--- src/rtl/muldiv_seq_if.sv ---
// Issue/result bundle between the control unit and the multiply/divide sequencer.
interface muldiv_seq_if #(
  parameter int unsigned WIDTH = 32
);
  logic             start;
  logic [2:0]       op;
  logic [WIDTH-1:0] a;
  logic [WIDTH-1:0] b;
  logic             busy;
  logic             done;
  logic [WIDTH-1:0] hi;
  logic [WIDTH-1:0] lo;

  modport master (output start, op, a, b, input busy, done, hi, lo);
  modport slave  (input start, op, a, b, output busy, done, hi, lo);
endinterface

--- src/rtl/muldiv_seq.sv ---
// Iterative MULT/MULTU/DIV/DIVU sequencer with HI/LO registers and MTHI/MTLO moves.
module muldiv_seq #(
  parameter int unsigned WIDTH = 32
) (
  input  logic         clk,
  input  logic         rst,
  muldiv_seq_if.slave  bus
);

  localparam int unsigned CW = $clog2(WIDTH);

  typedef enum logic [1:0] {S_IDLE, S_MUL, S_DIV, S_FIX} state_t;
  typedef enum logic [2:0] {
    OP_MULT  = 3'b000,
    OP_MULTU = 3'b001,
    OP_DIV   = 3'b010,
    OP_DIVU  = 3'b011,
    OP_MTHI  = 3'b100,
    OP_MTLO  = 3'b101
  } op_t;

  state_t             r_state, w_state_nxt;
  logic [2*WIDTH-1:0] r_acc, w_acc_nxt;
  logic [WIDTH-1:0]   r_opnd, w_opnd_nxt;
  logic [CW-1:0]      r_cnt, w_cnt_nxt;
  logic               r_neg_q, w_neg_q_nxt;
  logic               r_neg_r, w_neg_r_nxt;
  logic               r_is_div, w_is_div_nxt;
  logic [WIDTH-1:0]   r_hi, w_hi_nxt;
  logic [WIDTH-1:0]   r_lo, w_lo_nxt;
  logic               r_busy, w_busy_nxt;
  logic               r_done, w_done_nxt;

  logic               w_signed;
  logic [WIDTH-1:0]   w_mag_a, w_mag_b;
  logic [WIDTH-1:0]   w_addend;
  logic [WIDTH:0]     w_sum;
  logic [WIDTH:0]     w_trial;
  logic [2*WIDTH-1:0] w_prod;
  logic [WIDTH-1:0]   w_quot, w_rem;

  assign w_signed = (bus.op == OP_MULT) || (bus.op == OP_DIV);
  assign w_mag_a  = (w_signed && bus.a[WIDTH-1]) ? -bus.a : bus.a;
  assign w_mag_b  = (w_signed && bus.b[WIDTH-1]) ? -bus.b : bus.b;

  // MUL: acc = {partial product, remaining multiplier bits}, shifted right each step.
  assign w_addend = r_acc[0] ? r_opnd : '0;
  assign w_sum    = {1'b0, r_acc[2*WIDTH-1:WIDTH]} + {1'b0, w_addend};

  // DIV: acc = {remainder, dividend/quotient}; trial uses the remainder after the left shift.
  assign w_trial  = r_acc[2*WIDTH-1:WIDTH-1] - {1'b0, r_opnd};

  assign w_prod   = r_neg_q ? -r_acc : r_acc;
  assign w_quot   = r_neg_q ? -r_acc[WIDTH-1:0] : r_acc[WIDTH-1:0];
  assign w_rem    = r_neg_r ? -r_acc[2*WIDTH-1:WIDTH] : r_acc[2*WIDTH-1:WIDTH];

  always_comb begin
    w_state_nxt  = r_state;
    w_acc_nxt    = r_acc;
    w_opnd_nxt   = r_opnd;
    w_cnt_nxt    = r_cnt;
    w_neg_q_nxt  = r_neg_q;
    w_neg_r_nxt  = r_neg_r;
    w_is_div_nxt = r_is_div;
    w_hi_nxt     = r_hi;
    w_lo_nxt     = r_lo;
    w_done_nxt   = 1'b0;

    unique case (r_state)
      S_IDLE: begin
        if (bus.start && !r_busy) begin
          case (bus.op)
            OP_MTHI: w_hi_nxt = bus.a;
            OP_MTLO: w_lo_nxt = bus.a;
            OP_MULT, OP_MULTU: begin
              w_state_nxt  = S_MUL;
              w_acc_nxt    = {{WIDTH{1'b0}}, w_mag_b};
              w_opnd_nxt   = w_mag_a;
              w_cnt_nxt    = '0;
              w_neg_q_nxt  = w_signed && (bus.a[WIDTH-1] ^ bus.b[WIDTH-1]);
              w_neg_r_nxt  = 1'b0;
              w_is_div_nxt = 1'b0;
            end
            OP_DIV, OP_DIVU: begin
              w_state_nxt  = S_DIV;
              w_acc_nxt    = {{WIDTH{1'b0}}, w_mag_a};
              w_opnd_nxt   = w_mag_b;
              w_cnt_nxt    = '0;
              // Divide by zero keeps the all-ones quotient; remainder negation restores a.
              w_neg_q_nxt  = w_signed && (bus.a[WIDTH-1] ^ bus.b[WIDTH-1]) && (bus.b != '0);
              w_neg_r_nxt  = w_signed && bus.a[WIDTH-1];
              w_is_div_nxt = 1'b1;
            end
            default: ;
          endcase
        end
      end
      S_MUL: begin
        w_acc_nxt = {w_sum, r_acc[WIDTH-1:1]};
        w_cnt_nxt = r_cnt + CW'(1);
        if (r_cnt == CW'(WIDTH-1)) w_state_nxt = S_FIX;
      end
      S_DIV: begin
        if (!w_trial[WIDTH])
          w_acc_nxt = {w_trial[WIDTH-1:0], r_acc[WIDTH-2:0], 1'b1};
        else
          w_acc_nxt = {r_acc[2*WIDTH-2:0], 1'b0};
        w_cnt_nxt = r_cnt + CW'(1);
        if (r_cnt == CW'(WIDTH-1)) w_state_nxt = S_FIX;
      end
      S_FIX: begin
        if (r_is_div) begin
          w_lo_nxt = w_quot;
          w_hi_nxt = w_rem;
        end else begin
          w_hi_nxt = w_prod[2*WIDTH-1:WIDTH];
          w_lo_nxt = w_prod[WIDTH-1:0];
        end
        w_done_nxt  = 1'b1;
        w_state_nxt = S_IDLE;
      end
      default: w_state_nxt = S_IDLE;
    endcase

    // Busy stays up through the done cycle so a start there is still rejected.
    w_busy_nxt = (w_state_nxt != S_IDLE) || (r_state == S_FIX);
  end

  always_ff @(posedge clk or posedge rst) begin
    if (rst) begin
      r_state  <= S_IDLE;
      r_acc    <= '0;
      r_opnd   <= '0;
      r_cnt    <= '0;
      r_neg_q  <= 1'b0;
      r_neg_r  <= 1'b0;
      r_is_div <= 1'b0;
      r_hi     <= '0;
      r_lo     <= '0;
      r_busy   <= 1'b0;
      r_done   <= 1'b0;
    end else begin
      r_state  <= w_state_nxt;
      r_acc    <= w_acc_nxt;
      r_opnd   <= w_opnd_nxt;
      r_cnt    <= w_cnt_nxt;
      r_neg_q  <= w_neg_q_nxt;
      r_neg_r  <= w_neg_r_nxt;
      r_is_div <= w_is_div_nxt;
      r_hi     <= w_hi_nxt;
      r_lo     <= w_lo_nxt;
      r_busy   <= w_busy_nxt;
      r_done   <= w_done_nxt;
    end
  end

  assign bus.busy = r_busy;
  assign bus.done = r_done;
  assign bus.hi   = r_hi;
  assign bus.lo   = r_lo;

endmodule
--- src/flat_wrapper.sv ---
// flat-port wrapper written by rule: the top's interface ports become plain ports
module muldiv_seq_flat 
#(
  parameter int unsigned WIDTH = 32
)
  (clk, rst, bus_start, bus_op, bus_a, bus_b, bus_busy, bus_done, bus_hi, bus_lo);
  muldiv_seq_if #(.WIDTH(WIDTH)) bus_i ();
  input  logic clk;
  input  logic rst;
  input wire logic [$bits(bus_i.start)-1:0] bus_start;
  input wire logic [$bits(bus_i.op)-1:0] bus_op;
  input wire logic [$bits(bus_i.a)-1:0] bus_a;
  input wire logic [$bits(bus_i.b)-1:0] bus_b;
  output wire logic [$bits(bus_i.busy)-1:0] bus_busy;
  output wire logic [$bits(bus_i.done)-1:0] bus_done;
  output wire logic [$bits(bus_i.hi)-1:0] bus_hi;
  output wire logic [$bits(bus_i.lo)-1:0] bus_lo;
  assign bus_i.start = bus_start;
  assign bus_i.op = bus_op;
  assign bus_i.a = bus_a;
  assign bus_i.b = bus_b;
  assign bus_busy = bus_i.busy;
  assign bus_done = bus_i.done;
  assign bus_hi = bus_i.hi;
  assign bus_lo = bus_i.lo;
  muldiv_seq #(.WIDTH(WIDTH)) u_core (.clk(clk), .rst(rst), .bus(bus_i));
endmodule
--- config.mk ---
export PLATFORM = sky130hd
export DESIGN_NAME = muldiv_seq_flat
export DESIGN_NICKNAME = d
export VERILOG_FILES = /design/src/rtl/muldiv_seq_if.sv /design/src/rtl/muldiv_seq.sv /design/src/flat_wrapper.sv
export SDC_FILE = /design/constraint.sdc
export NUM_CORES = 1
export LEC_CHECK = 0
export ABC_AREA = 0
export CORE_MARGIN = 4
export CORE_UTILIZATION = 50
export DETAILED_ROUTE_END_ITERATION = 12
export HOLD_SLACK_MARGIN = 0.03
export PLACE_DENSITY = 0.69
export SLEW_MARGIN = 20
export SYNTH_ARGS = -nofsm -noshare
export SYNTH_HDL_FRONTEND = slang
export SYNTH_SLANG_ARGS = --single-unit
export TNS_END_PERCENT = 100
--- constraint.sdc ---
create_clock -name clk -period 6.15 [get_ports clk]
set_input_delay 0.615 -clock clk [delete_from_list [all_inputs] [get_ports clk]]
set_output_delay 0.615 -clock clk [all_outputs]
set_load 0.01 [all_outputs]
==> results of run 1 <==
==> cell type report <==
class,count,area [um2]
clock buffers,17,425
clock inverters,15,214
fillers,2613,11900
inverters,68,260
multi-input cells,1544,9680
flip-flops and latches,172,4300
well taps,384,480
repair buffers,153,1490
==> synthesized netlist by cell type, drive strengths merged, types with 19 or more instances <==
library cell,n
nand2,224
nor2,210
o21ai,202
a21oi,182
dfrtp,172
xnor2,97
clkbuf,95
ha,74
xor2,70
inv,68
a21o,53
o31ai,42
a211oi,36
a221oi,28
nor3,28
nand2b,20
nor2b,20
mux2i,19
==> logic make-up (layout without fill, tap and decap cells) <==
family / after synthesis / count (layout) / share of synthesized area
AOI/OAI and AO/OA: 663 / 663 / 0.283
xor gates and xnor gates: 167 / 167 / 0.0998
and+or+nand+nor: 615 / 615 / 0.193
DFF: 172 / 172 / 0.294
adders and majority gates: 76 / 76 / 0.0659
buffers and inverters: 181 / 253 / 0.0484
muxes: 23 / 23 / 0.0161
==> per-layer routing <==
layer	wire (um)	track usage	vias to the layer above
li1	-	-	6925
met1	22700	0.466	7074
met2	21900	0.466	786
met3	5240	0.0683	125
met4	2370	0.134	0
met5	0	0	-
==> state kept, by name, indices dropped and copies added, names as in the netlist <==
name	flops
u_core.bus.busy	1
u_core.bus.done	1
u_core.bus.hi	32
u_core.bus.lo	32
u_core.r_acc	64
u_core.r_cnt	5
u_core.r_is_div	1
u_core.r_neg_q	1
u_core.r_neg_r	1
u_core.r_opnd	32
u_core.r_state	2
==> worst paths after layout <==
kind                              startpoint  depth (start not counted)                end
max in group asynchronous                rst                          3   u_core.r_acc[52]
max                         u_core.r_acc[31]                         14   u_core.r_acc[49]
min in group asynchronous                rst                          2  u_core.bus.lo[24]
min                        u_core.r_opnd[17]                          2  u_core.r_opnd[17]
min reg2reg                u_core.r_opnd[17]                          2  u_core.r_opnd[17]
max reg2reg                 u_core.r_acc[31]                         14   u_core.r_acc[49]
==> power breakdown <==
part / switching [mW] / leakage (nW) / internal [mW]
Combinational: 3.72 / 4.96 / 2.39
Sequential: 0.674 / 2.18 / 1.65
Clock: 0.603 / 0.303 / 0.564
Total: 4.99 / 7.44 / 4.60
==> worst reg2reg max path: stages (launching register included) <==
cell and delay, ns:
dfrtp_1 0.43, inv_1 0.11, ha_1 0.22, fa_1 0.41, nand2b_1 0.19, a21oi_1 0.32, o2111ai_1 0.22, a21oi_1 0.41
a31oi_1 0.26, o211a_1 0.31, a211oi_4 0.64, buf_4 0.41, mux2_2 0.38, a22oi_1 0.19, o21ai_0 0.10
==> flow_metrics.py, run 1 <==
metrics = {
    "sta": {
        "setup_tns_ns": 0,
        "finalSetupViolations": 0,
        "period_needed_ns": 4.73,
        "hold-worst-slack_ns": 0.482,
        "max_freq_mhz": 212,
        "hold_violations": 0,
        "skew_ns": 0.0260,
        "layout_setup_ws_ns": 1.42,
        "slew_headroom": 0.239,
        "max_slew.worst_pin.slew_ns": 1.14,
        "report.final.slew_viol_count": 0,
        "rsz0062_at_grt": "false",
        "timing.final.crit_share": 0.768,
    },
    "setup_path": {
        "crit_buf_inv": 2,
        "critPathSlowestCell": "a211oi_4",
        "max_stage_delay_ns": 0.64,
        "crit_chain": "inv_1 > ha_1 > fa_1 > nand2b_1 > a21oi_1 > o2111ai_1 > a21oi_1 > a31oi_1 > o211a_1 > a211oi_4 > buf_4 > mux2_2 > a22oi_1 > o21ai_0",
        "worstPathRequired_ns": 6.46,
        "end_kind": "flop",
        "cp_common_cell": "a21oi_1",
        "r2r_slack_ns": 1.42,
        "cp_max_fo": 25,
        "start_kind": "flop",
        "crit_type": "flop to flop",
        "critPathTopFamily": "compound AO/OA/AOI/OAI gates",
        "critPathArrivalTime_ns": 5.04,
    },
    "cells_and_area": {
        "fin_nets": 2102,
        "areaGrowthSynthToFinish_pct": 15.0,
        "layout_common_cells": "nand2_1, nor2_1, o21ai_0",
        "final_core_util": 0.586,
        "final_common_cell": "nand2_1",
        "diodes": 0,
        "design_area_um2": 16900,
        "final_layout_size_suffix_gt1_frac": 0.0447,
        "final_cells": 2353,
    },
    "global_routing": {
        "grt_overflow_total": 0,
        "grt_antenna_before_repair": 0,
        "grt_pass1_wl_mm": 79.9,
        "grt_util_all_layers": 0.322,
        "grt_max_degree": 102,
        "first_global_vias": 13700,
    },
    "cts": {
        "clock_latency_ns": 0.46,
        "cts_resized": 0,
        "clock_sinks": 172,
        "cts_setup_buffers": 0,
        "cts_tree": "built",
        "path_clk_slew_ns": 0.07,
        "clk_path_buf_depth": 2,
        "cts_root_buffer": "clkbuf_16",
        "ctsHtreeMaxLevel": 4,
        "hold_buffers": 0,
        "cts_made_buffers": 17,
    },
    "detailed_routing": {
        "first_pass_iters": 6,
        "via_per_inst": 6.34,
        "drt-total-wl_mm": 52.2,
        "route.detailed.drc": 0,
        "via_count": 14900,
        "drtIter0Drc": 1694,
        "ant_nets": 0,
        "routedWlPerCell_um": 22.2,
    },
    "yosys": {
        "netlist_area_um2": 14700,
        "avgSynthCellArea_um2": 7.72,
        "ys_seq_area_frac": 0.294,
        "async_flop_share": 1.00,
        "yosys_warnings": 0,
        "synth_cell_types": 80,
        "synth_edf_count": 0,
        "synth_top_area_frac": 0.294,
        "syn_nets": 2043,
        "synth_area_leaders": "dfrtp_1, o21ai_0, ha_1, a21oi_1, xnor2_1",
        "yosysTopAreaCell": "dfrtp_1",
        "synth_seq_cells": 172,
        "ys.flop_type": "dfrtp_1",
        "syn_inst": 1897,
    },
    "power": {
        "power.density_nw_per_um2": 569,
        "p_leak_nw": 7.44,
        "vdd_drop_max_mv": 0.551,
        "finalPower_mw": 9.60,
    },
    "floorplan": {
        "die_area_um2": 32100,
        "rows": 62,
        "start_util": 0.509,
        "die_h_um": 179,
        "io_pins": 136,
        "coreArea_um2": 28800,
        "chipWidth_um": 179,
    },
    "placement": {
        "hpwl_mm": 39.5,
        "post-place-cells": 2321,
        "placed_area_um2": 16200,
        "gp_congestion": 0.998,
        "pre_cts_ws_ns": 1.55,
        "numPortBuffers": 135,
    },
    "job": {
        "max-cap-violations": 0,
    },
    "hold_path": {
        "min_path_type": "flop to flop",
    },
    "outcome": {
        "outcome": "completed",
    },
}
No activity file was read; power rests on OpenSTA's default activity.
==> run 2: changes to the inputs <==
PLACE_DENSITY = 0.72   (was 0.69)
clock period = 4.2 ns   (was 6.15 ns; I/O delays follow)
==> run 2 against run 1 <==
Compared with the run above:
- first-iteration DRC count grew 1.2%
- highest routed layer unchanged
- final cell count is 1.5% higher
- largest cell class unchanged
- setup slack worse by 1.2 ns
- critical path depth up 1
- routed wire length fell by 0.87%
- fmax rose by 19%
- cell area is 1.3% higher
- combinational power is 52% higher
- sequential cell count is the same
- sequential share of layout area decreased by 0.33 points
==> flow_metrics.py, run 2 (synthesis gave the netlist of run 1 again) <==
metrics = {
    "setup_path": {
        "cp_max_fo": 22,
        "worstPathRequired_ns": 4.59,
        "end_kind": "flop",
        "crit_type": "flop to flop",
        "start_kind": "flop",
        "r2r_slack_ns": 0.24,
        "critPathArrivalTime_ns": 4.35,
    },
    "cells_and_area": {
        "top_register": "u_core.r_acc",
        "final_core_util": 0.593,
        "largest_reg_flops": 64,
        "fillers": 2668,
        "diodes": 0,
        "final_common_cell": "nand2_1",
        "layout_common_cells": "nand2_1, nor2_1, o21ai_0",
        "final_layout_size_suffix_gt1_frac": 0.0599,
        "areaGrowthSynthToFinish_pct": 16.5,
        "fin_nets": 2137,
    },
    "cts": {
        "cts_tree": "built",
        "path_clk_slew_ns": 0.07,
        "clock_latency_ns": 0.46,
        "clock_sinks": 172,
        "ctsHtreeMaxLevel": 4,
        "cts_root_buffer": "clkbuf_16",
        "clk_path_buf_depth": 2,
        "cts_made_buffers": 17,
    },
    "floorplan": {
        "die_h_um": 179,
        "die_area_um2": 32100,
        "coreArea_um2": 28800,
        "rows": 62,
        "chipWidth_um": 179,
        "start_util": 0.509,
        "io_pins": 136,
    },
    "sta": {
        "rsz0062_at_grt": "false",
        "hold_violations": 0,
        "max_freq_mhz": 253,
        "report.final.slew_viol_count": 0,
        "timing.final.crit_share": 0.943,
        "setup_tns_ns": 0,
        "layout_setup_ws_ns": 0.241,
        "slew_headroom": 0.292,
        "skew_ns": 0.0113,
        "period_needed_ns": 3.96,
        "finalSetupViolations": 0,
        "max_slew.worst_pin.slew_ns": 1.06,
    },
    "power": {
        "clock_power_share": 0.114,
        "switching_share": 0.510,
        "pwr-share-seq": 0.232,
        "p_sw_mw": 7.21,
        "power.density_nw_per_um2": 828,
        "p_int_mw": 6.93,
        "p_leak_nw": 7.60,
        "vdd_drop_max_mv": 0.802,
        "pwr-share-comb": 0.654,
    },
    "placement": {
        "numPortBuffers": 135,
        "gp_congestion": 1.01,
        "hpwl_mm": 40.2,
        "pre_cts_ws_ns": 0.217,
    },
    "detailed_routing": {
        "via_per_inst": 6.25,
        "routedWlPerCell_um": 21.7,
        "drt-total-wl_mm": 51.7,
        "via_count": 14900,
        "ant_nets": 0,
        "route.detailed.drc": 0,
        "first_pass_iters": 7,
        "drtIter0Drc": 1715,
    },
    "global_routing": {
        "first_global_vias": 13500,
        "grt_max_degree": 101,
        "grt_antenna_before_repair": 0,
        "grt_util_all_layers": 0.316,
        "grt_pass1_wl_mm": 78.0,
        "grt_overflow_total": 0,
    },
    "hold_path": {
        "min_path_type": "primary input to async pin",
    },
    "job": {
        "max-cap-violations": 0,
    },
    "outcome": {
        "outcome": "completed",
    },
}
## run 2: cell types whose count changed in the layout (fill, tap and decap cells not counted), moves of 2 or more
cell | previous run | this run
buf_4 | 18 | 50
clkinv_8 | 8 | 0
buf_12 | 0 | 3
clkbuf_1 | 0 | 3
inv_12 | 3 | 0
inv_6 | 2 | 5
clkinvlp_4 | 0 | 2
## run 2: through the flow
| step | cell area [um2] | power (mW) | hold slack (ns) | cells |
|---|---|---|---|---|
| 2_1_floorplan | 14700 | 9.31 | 0.450 | 1897 |
| 3_3_place_gp | 16500 | 12.2 | 0.459 | 2355 |
| 3_5_place_dp | 16500 | 12.3 | 0.470 | 2355 |
| 4_1_cts | 17100 | 14.0 | 0.371 | 2387 |
| 5_1_grt | 17100 | 15.2 | 0.392 | 2388 |
| 6_report | 17100 | 14.1 | 0.369 | 2388 |
## run 2: routing by layer
metal / GRT usage / part of all wire / vias up
li1: - / - / 6974
met1: 0.447 / 0.43 / 7092
met2: 0.472 / 0.43 / 749
met3: 0.0753 / 0.10 / 108
met4: 0.116 / 0.039 / 0
met5: 0 / 0 / -
## run 2: final cells by class
type	count	area [um2]	share of cell area
Clock buffer	20	437	0.0256
Multi-Input combinational cell	1544	9680	0.567
Clock inverter	12	128	0.00748
Sequential cell	172	4300	0.252
Inverter	68	259	0.0152
Timing Repair Buffer	188	1790	0.105
Tap cell	384	480	0.0281
## run 2: critical path, stage by stage, from the launching register on
cell and delay (ns):
dfrtp_1 0.43, inv_1 0.11, ha_1 0.22, fa_1 0.41, nand2b_1 0.22, a21oi_1 0.29, o2111ai_1 0.21, a21oi_1 0.29
a31oi_1 0.18, o21ai_1 0.33, a211oi_4 0.12, buf_12 0.16, buf_4 0.20, or4_1 0.53, nand3_1 0.10, a21o_1 0.08
## run 2: repair_timing
| action | in CTS | in global routing |
|---|---|---|
| hold endpoints to repair | 0 | 0 |
| setup buffers | 0 | 1 |
| hold buffers | 0 | 0 |
| resized for setup | 0 | 1 |
| setup endpoints to repair | 0 | 8 |
## run 2: power by group through the flow
stage,Sequential [mW],Combinational [mW],Clock (mW)
CTS,3.25,9.10,1.61
finish,3.28,9.25,1.61
detailed placement,3.27,9.05,0
global route,3.35,10.1,1.68
floorplan,3.11,6.19,0
global placement,3.24,8.93,0
## run 2: path summary, 6_finish.rpt
check                                 start           endpoint  depth (start not counted)
max                        u_core.r_acc[31]   u_core.r_acc[62]                         15
min                                     rst  u_core.bus.lo[12]                          2
max reg2reg                u_core.r_acc[31]   u_core.r_acc[62]                         15
min reg2reg                u_core.bus.hi[6]   u_core.bus.hi[6]                          2
max in group asynchronous               rst   u_core.r_acc[11]                          3
min in group clk           u_core.bus.hi[6]   u_core.bus.hi[6]                          2
==> run 3: changes to the inputs <==
DONT_BUFFER_PORTS = 1   (was not set)
PLACE_DENSITY = 0.66   (was 0.72)
==> run 3 against run 2 <==
Compared with the run above:
- total power shrank 3.9%
- critical endpoint is now u_core.r_acc[40]
- critical path depth shrank 1
- critical path type unchanged
- setup slack gained 0.011 ns
- largest cell class unchanged
- first-iteration DRC count grew 3.0%
- fmax grew 0.27%
- via count shrank 3.5%
- register-to-register slack is essentially flat
==> flow_metrics.py, run 3 (synthesis gave the netlist of run 1 again) <==
metrics = {
    "cts": {
        "ctsHtreeMaxLevel": 4,
        "cts_setup_buffers": 0,
        "path_clk_slew_ns": 0.08,
        "cts_root_buffer": "clkbuf_16",
        "clock_sinks": 172,
        "clock_latency_ns": 0.46,
        "cts_tree": "built",
        "clk_path_buf_depth": 2,
        "cts_made_buffers": 17,
    },
    "power": {
        "pwr-share-seq": 0.258,
        "power.density_nw_per_um2": 865,
        "clock_power_share": 0.127,
        "p_int_mw": 6.39,
        "switching_share": 0.530,
        "p_leak_nw": 7.06,
        "pwr-share-comb": 0.615,
        "vdd_drop_max_mv": 0.568,
        "p_sw_mw": 7.21,
    },
    "cells_and_area": {
        "final_common_cell": "nand2_1",
        "layout_common_cells": "nand2_1, nor2_1, o21ai_0",
        "largest_reg_flops": 64,
        "design_area_um2": 15700,
        "top_register": "u_core.r_acc",
        "final_core_util": 0.546,
        "areaGrowthSynthToFinish_pct": 7.30,
        "final_layout_size_suffix_gt1_frac": 0.0613,
        "fin_nets": 1992,
    },
    "sta": {
        "setup_tns_ns": 0,
        "rsz0062_at_grt": "false",
        "report.final.slew_viol_count": 0,
        "hold_violations": 0,
        "max_slew.worst_pin.slew_ns": 1.13,
        "period_needed_ns": 3.95,
        "max_freq_mhz": 253,
        "timing.final.crit_share": 0.940,
        "finalSetupViolations": 0,
        "skew_ns": 0.0206,
        "slew_headroom": 0.246,
    },
    "setup_path": {
        "end_kind": "flop",
        "r2r-end": "u_core.r_acc[40]",
        "rr_worst_depth": 14,
        "worstPathRequired_ns": 4.53,
        "crit_start": "u_core.r_acc[31]",
        "r2r_slack_ns": 0.25,
        "critPathArrivalTime_ns": 4.28,
        "regToRegStartpoint": "u_core.r_acc[31]",
        "crit_type": "flop to flop",
        "cp_max_fo": 26,
        "start_kind": "flop",
        "endpoint": "u_core.r_acc[40]",
    },
    "global_routing": {
        "grt_overflow_total": 0,
        "grt_max_degree": 103,
        "grt_antenna_before_repair": 1,
        "grt_util_all_layers": 0.317,
        "grt_pass1_wl_mm": 78.4,
        "first_global_vias": 13100,
    },
    "detailed_routing": {
        "route.detailed.drc": 0,
        "drtIter0Drc": 1767,
        "ant_nets": 0,
        "drt-total-wl_mm": 51.7,
        "via_count": 14400,
        "routedWlPerCell_um": 23.0,
        "first_pass_iters": 6,
        "via_per_inst": 6.42,
    },
    "floorplan": {
        "die_area_um2": 32100,
        "io_pins": 136,
        "rows": 62,
        "die_h_um": 179,
        "chipWidth_um": 179,
        "coreArea_um2": 28800,
        "start_util": 0.509,
    },
    "placement": {
        "hpwl_mm": 40.0,
        "numPortBuffers": 0,
        "gp_congestion": 0.983,
        "placed_area_um2": 15100,
    },
    "hold_path": {
        "min_path_type": "primary input to flop",
    },
    "outcome": {
        "outcome": "completed",
    },
    "job": {
        "max-cap-violations": 0,
    },
}
==> run 3: area by class of cell <==
type                       count  area, um2
clock buffer                  17        425
inverter                      68        259
tap                          384        480
sequential                   172       4300
antenna                        1       2.50
fill                        2692      13100
multi-input combinational   1544       9680
timing repair buffer          43        363
clock inverter                15        204
==> run 3: how the worst min path moves through the flow <==
stage,start,end,slack (ns),cells after the start
finish,bus_op[1],u_core.r_opnd[28],0.17,2
global route,bus_op[1],u_core.r_opnd[2],0.18,2
CTS,bus_op[1],u_core.r_state[1],0.16,2
detailed placement,u_core.r_opnd[20],u_core.r_opnd[20],0.47,2
global placement,u_core.r_opnd[29],u_core.r_opnd[29],0.46,2
floorplan,u_core.r_opnd[10],u_core.r_opnd[10],0.45,2
==> run 3: power groups by stage <==
| stage | Combinational (mW) | Clock [mW] | Sequential (mW) |
|---|---|---|---|
| after floorplan | 6.19 | 0 | 3.11 |
| after global routing | 9.16 | 1.80 | 3.60 |
| after detailed placement | 8.18 | 0 | 3.51 |
| final | 8.36 | 1.72 | 3.51 |
| after CTS | 8.21 | 1.73 | 3.48 |
| after global placement | 8.06 | 0 | 3.48 |
==> run 3: routing by layer <==
metal	up-vias	track usage	part of all wire
li1	6688	-	-
met1	6853	0.449	0.42
met2	763	0.482	0.43
met3	92	0.0730	0.12
met4	0	0.0968	0.033
met5	-	0	0
==> run 3: repair_timing <==
item / in CTS / in global routing
resized for setup: 0 / 1
endpoints found under the hold margin: 29 / 0
endpoints found under the setup margin: 0 / 3
hold buffers: 1 / 0
==> run 3: stage by stage <==
| stage | power, mW | hold slack [ns] | cells | setup WS, ns |
|---|---|---|---|---|
| finish | 13.6 | 0.167 | 2244 | 0.252 |
| global route | 14.6 | 0.181 | 2243 | 0.0347 |
| CTS | 13.4 | 0.155 | 2243 | 0.178 |
| detailed placement | 11.7 | 0.471 | 2210 | 0.227 |
| global placement | 11.5 | 0.463 | 2210 | 0.276 |
| floorplan | 9.31 | 0.450 | 1897 | 0.624 |
==> run 3: worst max-delay path, stage by stage, from the launching register on <==
cell and delay [ns]:
dfrtp_1 0.44, inv_1 0.12, ha_1 0.23, fa_1 0.40, nand2b_1 0.19, a21oi_1 0.30
o2111ai_1 0.24, a21oi_2 0.23, a31oi_1 0.13, o211a_1 0.27, a211oi_4 0.33, buf_12 0.22
mux2_2 0.35, a221oi_1 0.30, nor2_1 0.08
